--- config.mk ---
export PLATFORM = sky130hd
export DESIGN_NAME = config_chain_loader
export DESIGN_NICKNAME = d
export VERILOG_FILES = /design/src/rtl/kfpga_config_pkg.sv /design/src/rtl/config_shift_unit.sv /design/src/rtl/config_chain_loader.sv
export SDC_FILE = /design/constraint.sdc
export NUM_CORES = 1
export LEC_CHECK = 0
export BUFFER_PORTS_ARGS = -buffer_cell sky130_fd_sc_hd__buf_2
export CAP_MARGIN = 20
export CELL_PAD_IN_SITES_DETAIL_PLACEMENT = 0
export CELL_PAD_IN_SITES_GLOBAL_PLACEMENT = 1
export CORE_MARGIN = 2
export CORE_UTILIZATION = 42
export CTS_BUF_LIST = sky130_fd_sc_hd__clkbuf_8
export DETAILED_ROUTE_END_ITERATION = 10
export PLACE_DENSITY_LB_ADDON = 0.2
export SYNTH_ARGS = -nofsm -noshare
export SYNTH_HDL_FRONTEND = slang
export SYNTH_SLANG_ARGS = --single-unit
--- constraint.sdc ---
create_clock -name config_clock -period 1.9 [get_ports config_clock]
set_input_delay 0.095 -clock config_clock [delete_from_list [all_inputs] [get_ports config_clock]]
set_output_delay 0.095 -clock config_clock [all_outputs]
set_load 0.005 [all_outputs]
--- src/rtl/kfpga_config_pkg.sv ---
// rtl/kfpga_config_pkg.sv - shared state encoding and counter sizing for the config chain loader
package kfpga_config_pkg;

  localparam logic [1:0] ST_IDLE  = 2'd0;
  localparam logic [1:0] ST_LOAD  = 2'd1;
  localparam logic [1:0] ST_SHIFT = 2'd2;
  localparam logic [1:0] ST_DONE  = 2'd3;

  // Width of a counter that must hold every value 0..max_value inclusive.
  function automatic int cnt_width(input int max_value);
    return (max_value < 2) ? 1 : $clog2(max_value + 1);
  endfunction

endpackage

--- src/rtl/config_shift_unit.sv ---
// rtl/config_shift_unit.sv - serialises one host word into the chain and deserialises the bits leaving it
module config_shift_unit
  import kfpga_config_pkg::*;
#(
  parameter int WORD_WIDTH = 8,
  localparam int KW = cnt_width(WORD_WIDTH)
) (
  input  logic                  clk,
  input  logic                  rst_n,
  input  logic                  flush,
  input  logic                  load,
  input  logic [WORD_WIDTH-1:0] load_word,
  input  logic [KW-1:0]         load_bits,
  input  logic                  chain_out,
  output logic                  config_in,
  output logic                  config_enable,
  output logic                  last_bit,
  output logic [WORD_WIDTH-1:0] readback_word,
  output logic                  readback_valid
);

  logic [WORD_WIDTH-1:0] shift_q;
  logic [WORD_WIDTH-1:0] rb_q;
  logic [WORD_WIDTH-1:0] rb_next;
  logic [KW-1:0]         bits_q;
  logic [KW-1:0]         k_q;

  assign last_bit = config_enable && (k_q == bits_q - KW'(1));
  // chain_out during an enabled cycle is the bit leaving on the closing edge
  assign rb_next  = rb_q | (WORD_WIDTH'(chain_out) << k_q);

  always_ff @(posedge clk or negedge rst_n) begin
    if (!rst_n) begin
      shift_q        <= '0;
      rb_q           <= '0;
      bits_q         <= '0;
      k_q            <= '0;
      config_in      <= 1'b0;
      config_enable  <= 1'b0;
      readback_word  <= '0;
      readback_valid <= 1'b0;
    end else begin
      readback_valid <= 1'b0;
      if (flush) begin
        config_enable <= 1'b0;
        config_in     <= 1'b0;
        k_q           <= '0;
      end else if (load) begin
        config_enable <= 1'b1;
        config_in     <= load_word[0];
        shift_q       <= load_word >> 1;
        bits_q        <= load_bits;
        k_q           <= '0;
        rb_q          <= '0;
      end else if (config_enable) begin
        rb_q <= rb_next;
        if (last_bit) begin
          config_enable  <= 1'b0;
          config_in      <= 1'b0;
          readback_word  <= rb_next;
          readback_valid <= 1'b1;
        end else begin
          config_in <= shift_q[0];
          shift_q   <= shift_q >> 1;
          k_q       <= k_q + KW'(1);
        end
      end
    end
  end

endmodule

--- src/rtl/config_chain_loader.sv ---
// rtl/config_chain_loader.sv - sequences host words into the tile config chain and returns readback
module config_chain_loader
  import kfpga_config_pkg::*;
#(
  parameter int CHAIN_LENGTH = 64,
  parameter int WORD_WIDTH   = 8
) (
  input  logic                  config_clock,
  input  logic                  config_nreset,
  input  logic                  start,
  input  logic                  abort,
  input  logic [WORD_WIDTH-1:0] word_data,
  input  logic                  word_valid,
  output logic                  word_ready,
  output logic                  config_in,
  output logic                  config_enable,
  input  logic                  chain_out,
  output logic [WORD_WIDTH-1:0] readback_word,
  output logic                  readback_valid,
  output logic                  busy,
  output logic                  done
);

  localparam int CW = cnt_width(CHAIN_LENGTH);
  localparam int KW = cnt_width(WORD_WIDTH);

  logic [1:0]    state_q;
  logic [CW-1:0] bit_cnt_q;
  logic [CW-1:0] remaining;
  logic [KW-1:0] word_bits;
  logic          accept;
  logic          last_bit;

  assign word_ready = (state_q == ST_LOAD) && !abort;
  assign accept     = word_ready && word_valid;
  assign remaining  = CW'(CHAIN_LENGTH) - bit_cnt_q;
  // The final word may be partial; its unused upper bits never reach the chain
  assign word_bits  = (int'(remaining) > WORD_WIDTH) ? KW'(WORD_WIDTH) : KW'(remaining);

  always_ff @(posedge config_clock or negedge config_nreset) begin
    if (!config_nreset) begin
      state_q   <= ST_IDLE;
      bit_cnt_q <= '0;
      busy      <= 1'b0;
      done      <= 1'b0;
    end else if (abort) begin
      state_q   <= ST_IDLE;
      bit_cnt_q <= '0;
      busy      <= 1'b0;
      done      <= 1'b0;
    end else begin
      case (state_q)
        ST_IDLE, ST_DONE: begin
          if (start) begin
            state_q   <= ST_LOAD;
            bit_cnt_q <= '0;
            busy      <= 1'b1;
            done      <= 1'b0;
          end
        end
        ST_LOAD: begin
          if (accept) state_q <= ST_SHIFT;
        end
        ST_SHIFT: begin
          bit_cnt_q <= bit_cnt_q + CW'(1);
          if (last_bit) begin
            if (bit_cnt_q + CW'(1) == CW'(CHAIN_LENGTH)) begin
              state_q <= ST_DONE;
              busy    <= 1'b0;
              done    <= 1'b1;
            end else begin
              state_q <= ST_LOAD;
            end
          end
        end
        default: state_q <= ST_IDLE;
      endcase
    end
  end

  config_shift_unit #(
    .WORD_WIDTH(WORD_WIDTH)
  ) u_shift (
    .clk           (config_clock),
    .rst_n         (config_nreset),
    .flush         (abort),
    .load          (accept),
    .load_word     (word_data),
    .load_bits     (word_bits),
    .chain_out     (chain_out),
    .config_in     (config_in),
    .config_enable (config_enable),
    .last_bit      (last_bit),
    .readback_word (readback_word),
    .readback_valid(readback_valid)
  );

endmodule
==> results.py, run 1 <==
metrics = {
    "power_and_ir_drop": {
        "p_leak_nw": 1.50,
        "power_density_mw_per_mm2": 797,
        "ir_drop_mv": 0.372,
    },
    "route": {
        "vias": 2010,
        "wl_per_cell_um": 14.8,
        "drc_errors": 0,
        "drtIter0Drc": 87,
        "dr.pass1.iters": 4,
        "ant_nets": 0,
        "routed_wl_um": 5600,
        "viasPerCell": 5.30,
    },
    "clocking": {
        "insertion_delay_ns": 0.30,
        "clockBufferDepth": 2,
        "htree_levels": 2,
        "cts_tree": "yes",
        "cts_root_buffer": "clkbuf_8",
        "clock-sinks": 45,
        "cts_made_buffers": 5,
        "clk_pin_slew_ns": 0.08,
    },
    "global_routing": {
        "grt_pass1_vias": 1848,
        "grt_use_total_pct": 18.0,
        "grt_max_degree": 19,
        "antenna_found_initial": 0,
        "overflow": 0,
        "grt_pass1_wl_um": 8930,
    },
    "synth": {
        "syn-cell-area_mm2": 0.00239,
        "synth_ff_type": "dfrtp_1",
        "avgSynthCellArea_um2": 9.74,
        "synth_common_cells": "dfrtp_1, a21oi_1, nor2_1, o21ai_0, nand2_1",
        "synth_edf_count": 0,
        "synthCells": 245,
        "synth.largest_area_cell": "dfrtp_1",
        "synth-seq-cells": 45,
        "synth-warning-count": 0,
        "synth_cell_types": 51,
        "synth-seq-area-share_pct": 47.2,
        "ys_top_cells_by_area": "dfrtp_1, a21oi_1, o21ai_0",
        "syn-num-nets": 265,
        "async_reset_ff_share_pct": 100,
        "yosys.area.top_type_share_pct": 47.2,
        "synth.most_common_cell": "dfrtp_1",
    },
    "outcome": {
        "status": "finished, final reports clean",
    },
    "sta": {
        "fmax_mhz": 537,
        "finClkSkew_ns": 0.00464,
        "hold_viol": 0,
        "drv_slew": 0,
        "period_share_pct": 98.1,
        "setup_violations": 0,
        "finalCriticalPeriod_ns": 1.86,
        "final.setup.tns_ns": 0,
        "tightest_slew_ns": 0.413,
        "max_slew_margin_pct": 72.4,
    },
    "place": {
        "io_buffers": 27,
        "post-dp-hpwl_um": 3840,
        "placed_area_mm2": 0.00275,
        "place.gp.congestion": 0.791,
    },
    "floorplanning": {
        "num_io_pins": 28,
        "dieArea_mm2": 0.00630,
        "rows": 27,
        "fp.dieH_um": 79.4,
        "core_mm2": 0.00551,
        "start_util_pct": 43.3,
        "die_width_um": 79.4,
    },
    "final_layout": {
        "utilization_pct": 56.8,
        "nNetsFinal": 326,
        "area_delta_synth_final_pct": 31.0,
        "n_antenna_cell": 0,
        "drive_gt1_share_pct": 27.7,
        "final_area_mm2": 0.00313,
        "nFillCells": 488,
    },
    "critical_path": {
        "cp_max_fo": 2,
        "worstSetupStartpointType": "register",
        "end_kind": "register",
        "path_class": "register to register",
        "r2r_cells": 5,
        "cp.required_ns": 2.14,
        "cp_data_arrival_time_ns": 2.10,
    },
    "worst_hold_path": {
        "hp-class": "primary input to register",
        "hold_path_depth": 2,
    },
    "job": {
        "maxCapViolCount": 0,
    },
}
==> routing by layer <==
layer  routed length, um  part of all wire (%)  global-route usage [%]
met4                  79                   1.4                    6.03
met3                 192                   3.4                    4.07
met1                2790                    50                    26.0
met5                   0                     0                       0
met2                2540                    45                    26.9
==> registers in the layout, indices dropped and copies added (netlist names), 2 cells and up <==
name	cells
bit_cnt_q	7
u_shift.readback_word	8
state_q	2
u_shift.k_q	4
u_shift.rb_q	8
u_shift.shift_q	7
u_shift.bits_q	4
==> path summary, 6_finish.rpt <==
check | end | startpoint | slack [ns]
worst max register to register | done | bit_cnt_q[3] | 0.04
max in group asynchronous | u_shift.k_q[1] | config_nreset | 1.10
worst min-delay path | u_shift.config_in | word_data[0] | 0.03
min in group asynchronous | busy | config_nreset | 0.24
worst min register to register | u_shift.rb_q[7] | u_shift.rb_q[7] | 0.49
worst max-delay path | done | bit_cnt_q[3] | 0.04
==> cell families after synthesis <==
logic type	share of synthesized area (%)
AOI/OAI and AO/OA	20.5
adders and majority gates	3.15
xor gates and xnor gates	4.20
muxes	2.94
buffers and inverters	3.99
DFF	47.2
and+or+nand+nor	18.1
==> through the flow <==
step / worst slack [ns] / total power [mW] / instances / hold slack [ns]
3_5_place_dp: -0.0428 / 1.68 / 356 / 0.0312
5_1_grt: -0.0302 / 2.65 / 379 / 0.0186
3_3_place_gp: 0.0358 / 1.68 / 356 / 0.0320
4_1_cts: 0.00428 / 2.46 / 372 / 0.0170
6_report: 0.0364 / 2.49 / 379 / 0.0315
2_1_floorplan: 0.0239 / 1.47 / 245 / -0.201
==> cell usage in the layout, fill, tap and decap left out, types with 2 or more instances in the layout <==
cell type	count
dfrtp_1	45
buf_4	28
buf_2	27
a21oi_1	21
nor2_1	21
nand2_1	18
o21ai_0	18
inv_1	10
dlygate4sd3_1	8
nand4_1	6
mux2i_1	6
clkbuf_8	6
nor2b_1	5
nand2b_1	5
and2_1	5
a31oi_1	5
xor2_1	4
nor3_1	4
a32o_1	4
ha_1	4
o31ai_1	3
and3_1	3
a22o_1	3
o21ai_1	2
or3_1	2
a21o_1	2
a41oi_1	2
ha_4	2
buf_6	2
buf_12	2
==> report_power, final <==
group / internal, mW / switching, mW
clock: 0.424 / 0.323
sequential: 1.07 / 0.0653
combinational: 0.285 / 0.325
==> cell type report <==
class,instances,area (um2),area share [%]
well taps,72,90.1,2.88
inverters,9,33.8,1.08
clock inverters,2,33.8,1.08
clock buffers,6,82.6,2.64
flip-flops and latches,45,1130,36.0
repair buffers,67,488,15.6
multi-input cells,178,1270,40.7
==> critical path, cell delays in order, from the launching register on <==
cell	delay, ns
dfrtp_1	0.38
or3b_2	0.49
o32ai_1	0.43
and2_1	0.20
and4b_1	0.18
o22a_1	0.13
==> timing repair <==
item	4_1_cts	5_1_grt
setup buffers	0	5
pin swaps	1	6
endpoints found under the hold margin	20	0
resized for setup	3	19
gates cloned	0	2
hold buffers	8	0
endpoints found under the setup margin	9	25
Power figures use the tool's default switching activity.
==> inputs of run 2 (changes only) <==
Settings changed: PLACE_DENSITY_LB_ADDON 0.2 to 0.08.
==> run 2 against run 1 <==
  * Clock power grew 2.8%
  * Non-clock buffer count shrank 3
  * Combinational power shrank 7.7%
  * Sequential share of layout area grew 0.90 points
  * Flip-flop and latch count is the same
  * Die area is the same
  * Count of clock-buffer cells in the layout is the same
  * Register-to-register slack is essentially flat
  * Critical path type unchanged
  * Critical path depth grew 3
  * Routed wire length shrank 1.1%
==> results.py, run 2 (synthesis results as in run 1) <==
metrics = {
    "sta": {
        "tightest_slew_ns": 0.718,
        "final.setup.tns_ns": 0,
        "period_share_pct": 97.4,
        "hold_viol": 0,
        "fmax_mhz": 540,
        "rsz0062_at_grt": "yes",
        "finClkSkew_ns": 0.00312,
        "drv_slew": 0,
        "max_slew_margin_pct": 52.1,
        "setup_violations": 0,
        "finalCriticalPeriod_ns": 1.85,
    },
    "clocking": {
        "clockBufferDepth": 2,
        "clock-sinks": 45,
        "cts_made_buffers": 5,
        "cts_root_buffer": "clkbuf_8",
        "insertion_delay_ns": 0.30,
        "clk_pin_slew_ns": 0.09,
        "htree_levels": 2,
        "cts_tree": "yes",
    },
    "critical_path": {
        "cp-endpoint": "done",
        "crit_path_cell_trace": "inv_2 -> ha_4 -> xnor3_1 -> nand3_4 -> nor2_1 -> buf_4 -> and4b_1 -> o22a_1",
        "max_stage_delay_ns": 0.40,
        "cp_max_fo": 6,
        "r2r_slack_ns": 0.05,
        "critPathLaunch": "u_shift.bits_q[1]",
        "crit_family": "simple AND/OR/NAND/NOR gates",
        "slowest_stage": "dfrtp_1",
        "worstSetupStartpointType": "register",
        "path_class": "register to register",
        "r2r_cells": 8,
        "worst-path-buf-inv": 2,
        "end_kind": "register",
        "rr_endpoint": "done",
        "cp_data_arrival_time_ns": 2.04,
        "path_depth": 8,
        "cp.required_ns": 2.09,
        "worstReg2RegStart": "u_shift.bits_q[1]",
    },
    "final_layout": {
        "final_cell_mix": "dfrtp_1, buf_2, buf_4",
        "area_delta_synth_final_pct": 27.8,
        "largest_registers": "u_shift.rb_q x8, u_shift.readback_word x8",
        "n_antenna_cell": 0,
        "nFillCells": 523,
        "utilization_pct": 55.4,
        "nNetsFinal": 323,
        "final_common_cell": "dfrtp_1",
        "multi_input_area_mm2": 0.00123,
        "drive_gt1_share_pct": 27.0,
        "final-seq-area_mm2": 0.00113,
    },
    "floorplanning": {
        "num_io_pins": 28,
        "core_mm2": 0.00551,
        "dieArea_mm2": 0.00630,
        "rows": 27,
        "die_width_um": 79.4,
        "start_util_pct": 43.3,
        "fp.dieH_um": 79.4,
    },
    "place": {
        "place.gp.congestion": 0.777,
        "post-dp-hpwl_um": 3890,
        "io_buffers": 27,
    },
    "route": {
        "routed_wl_um": 5540,
        "drc_errors": 0,
        "vias": 1980,
        "dr.pass1.iters": 4,
        "ant_nets": 0,
        "wl_per_cell_um": 14.7,
        "viasPerCell": 5.27,
        "drtIter0Drc": 143,
    },
    "global_routing": {
        "overflow": 0,
        "grt_max_degree": 33,
        "grt_pass1_vias": 1889,
        "grt_use_total_pct": 19.0,
        "grt_pass1_wl_um": 9380,
        "antenna_found_initial": 0,
    },
    "power_and_ir_drop": {
        "switching_power_uw": 707,
        "power_density_mw_per_mm2": 807,
        "power.share.sequential_pct": 45.9,
        "intPower_mw": 1.75,
        "clockPowerShare_pct": 31.2,
        "ir_drop_mv": 0.504,
        "p_leak_nw": 1.48,
        "p_comb_share_pct": 22.9,
        "p_sw_share_pct": 28.7,
    },
    "outcome": {
        "status": "finished, final reports clean",
    },
    "job": {
        "maxCapViolCount": 0,
    },
    "worst_hold_path": {
        "hp-class": "primary input to register",
        "hold_path_depth": 3,
    },
}
## run 2: tightest hold or removal path: stages
cell and delay, ns:
buf_2 0.07, nand2_1 0.04, o21ai_0 0.06
## run 2: power groups by stage
stage	Combinational (mW)	Sequential, mW	Clock, mW
after floorplan	0.335	1.14	0
after global placement	0.533	1.15	0
after detailed placement	0.532	1.15	0
after CTS	0.556	1.13	0.796
after global routing	0.627	1.14	0.836
final	0.563	1.13	0.767
## run 2: worst min-delay path by stage
stage	slack, ns	startpoint	endpoint
finish	0.01	word_data[3]	u_shift.shift_q[2]
global route	0.02	word_data[3]	u_shift.shift_q[2]
CTS	0.0007	word_data[3]	u_shift.shift_q[2]
detailed placement	0.20	config_nreset	state_q[0]
global placement	0.21	config_nreset	state_q[0]
floorplan	-0.20	config_nreset	bit_cnt_q[0]
## run 2: cell type report
class | count | area share (%)
flip-flops and latches | 45 | 36.9
clock inverters | 2 | 1.23
clock buffers | 6 | 2.71
multi-input cells | 178 | 40.3
well taps | 72 | 2.95
inverters | 9 | 1.11
repair buffers | 64 | 14.8
## run 2: timing repair
item / in CTS / in global routing
setup endpoints to repair: 16 / 25
hold buffers: 7 / 0
endpoints found under the hold margin: 36 / 0
gates resized for setup: 0 / 15
setup buffers: 2 / 3
pin swaps: 1 / 4
## run 2: per-stage QoR
step	std cells	setup slack (ns)	hold WS, ns	power, mW	area, um2
2_1_floorplan	245	0.0239	-0.201	1.47	2390
3_3_place_gp	356	0.0321	0.215	1.68	2740
3_5_place_dp	356	-0.0319	0.198	1.68	2740
4_1_cts	373	0.0145	0.000746	2.48	2960
5_1_grt	376	-0.0488	0.0210	2.61	3050
6_report	376	0.0493	0.0109	2.46	3050
## run 2: routing by layer
metal / up-vias / routed length (um) / GRT usage [%]
met5: - / 0 / 0
met4: 0 / 78 / 5.52
met3: 9 / 166 / 3.28
met2: 35 / 2440 / 28.2
met1: 940 / 2860 / 28.5
li1: 996 / - / -
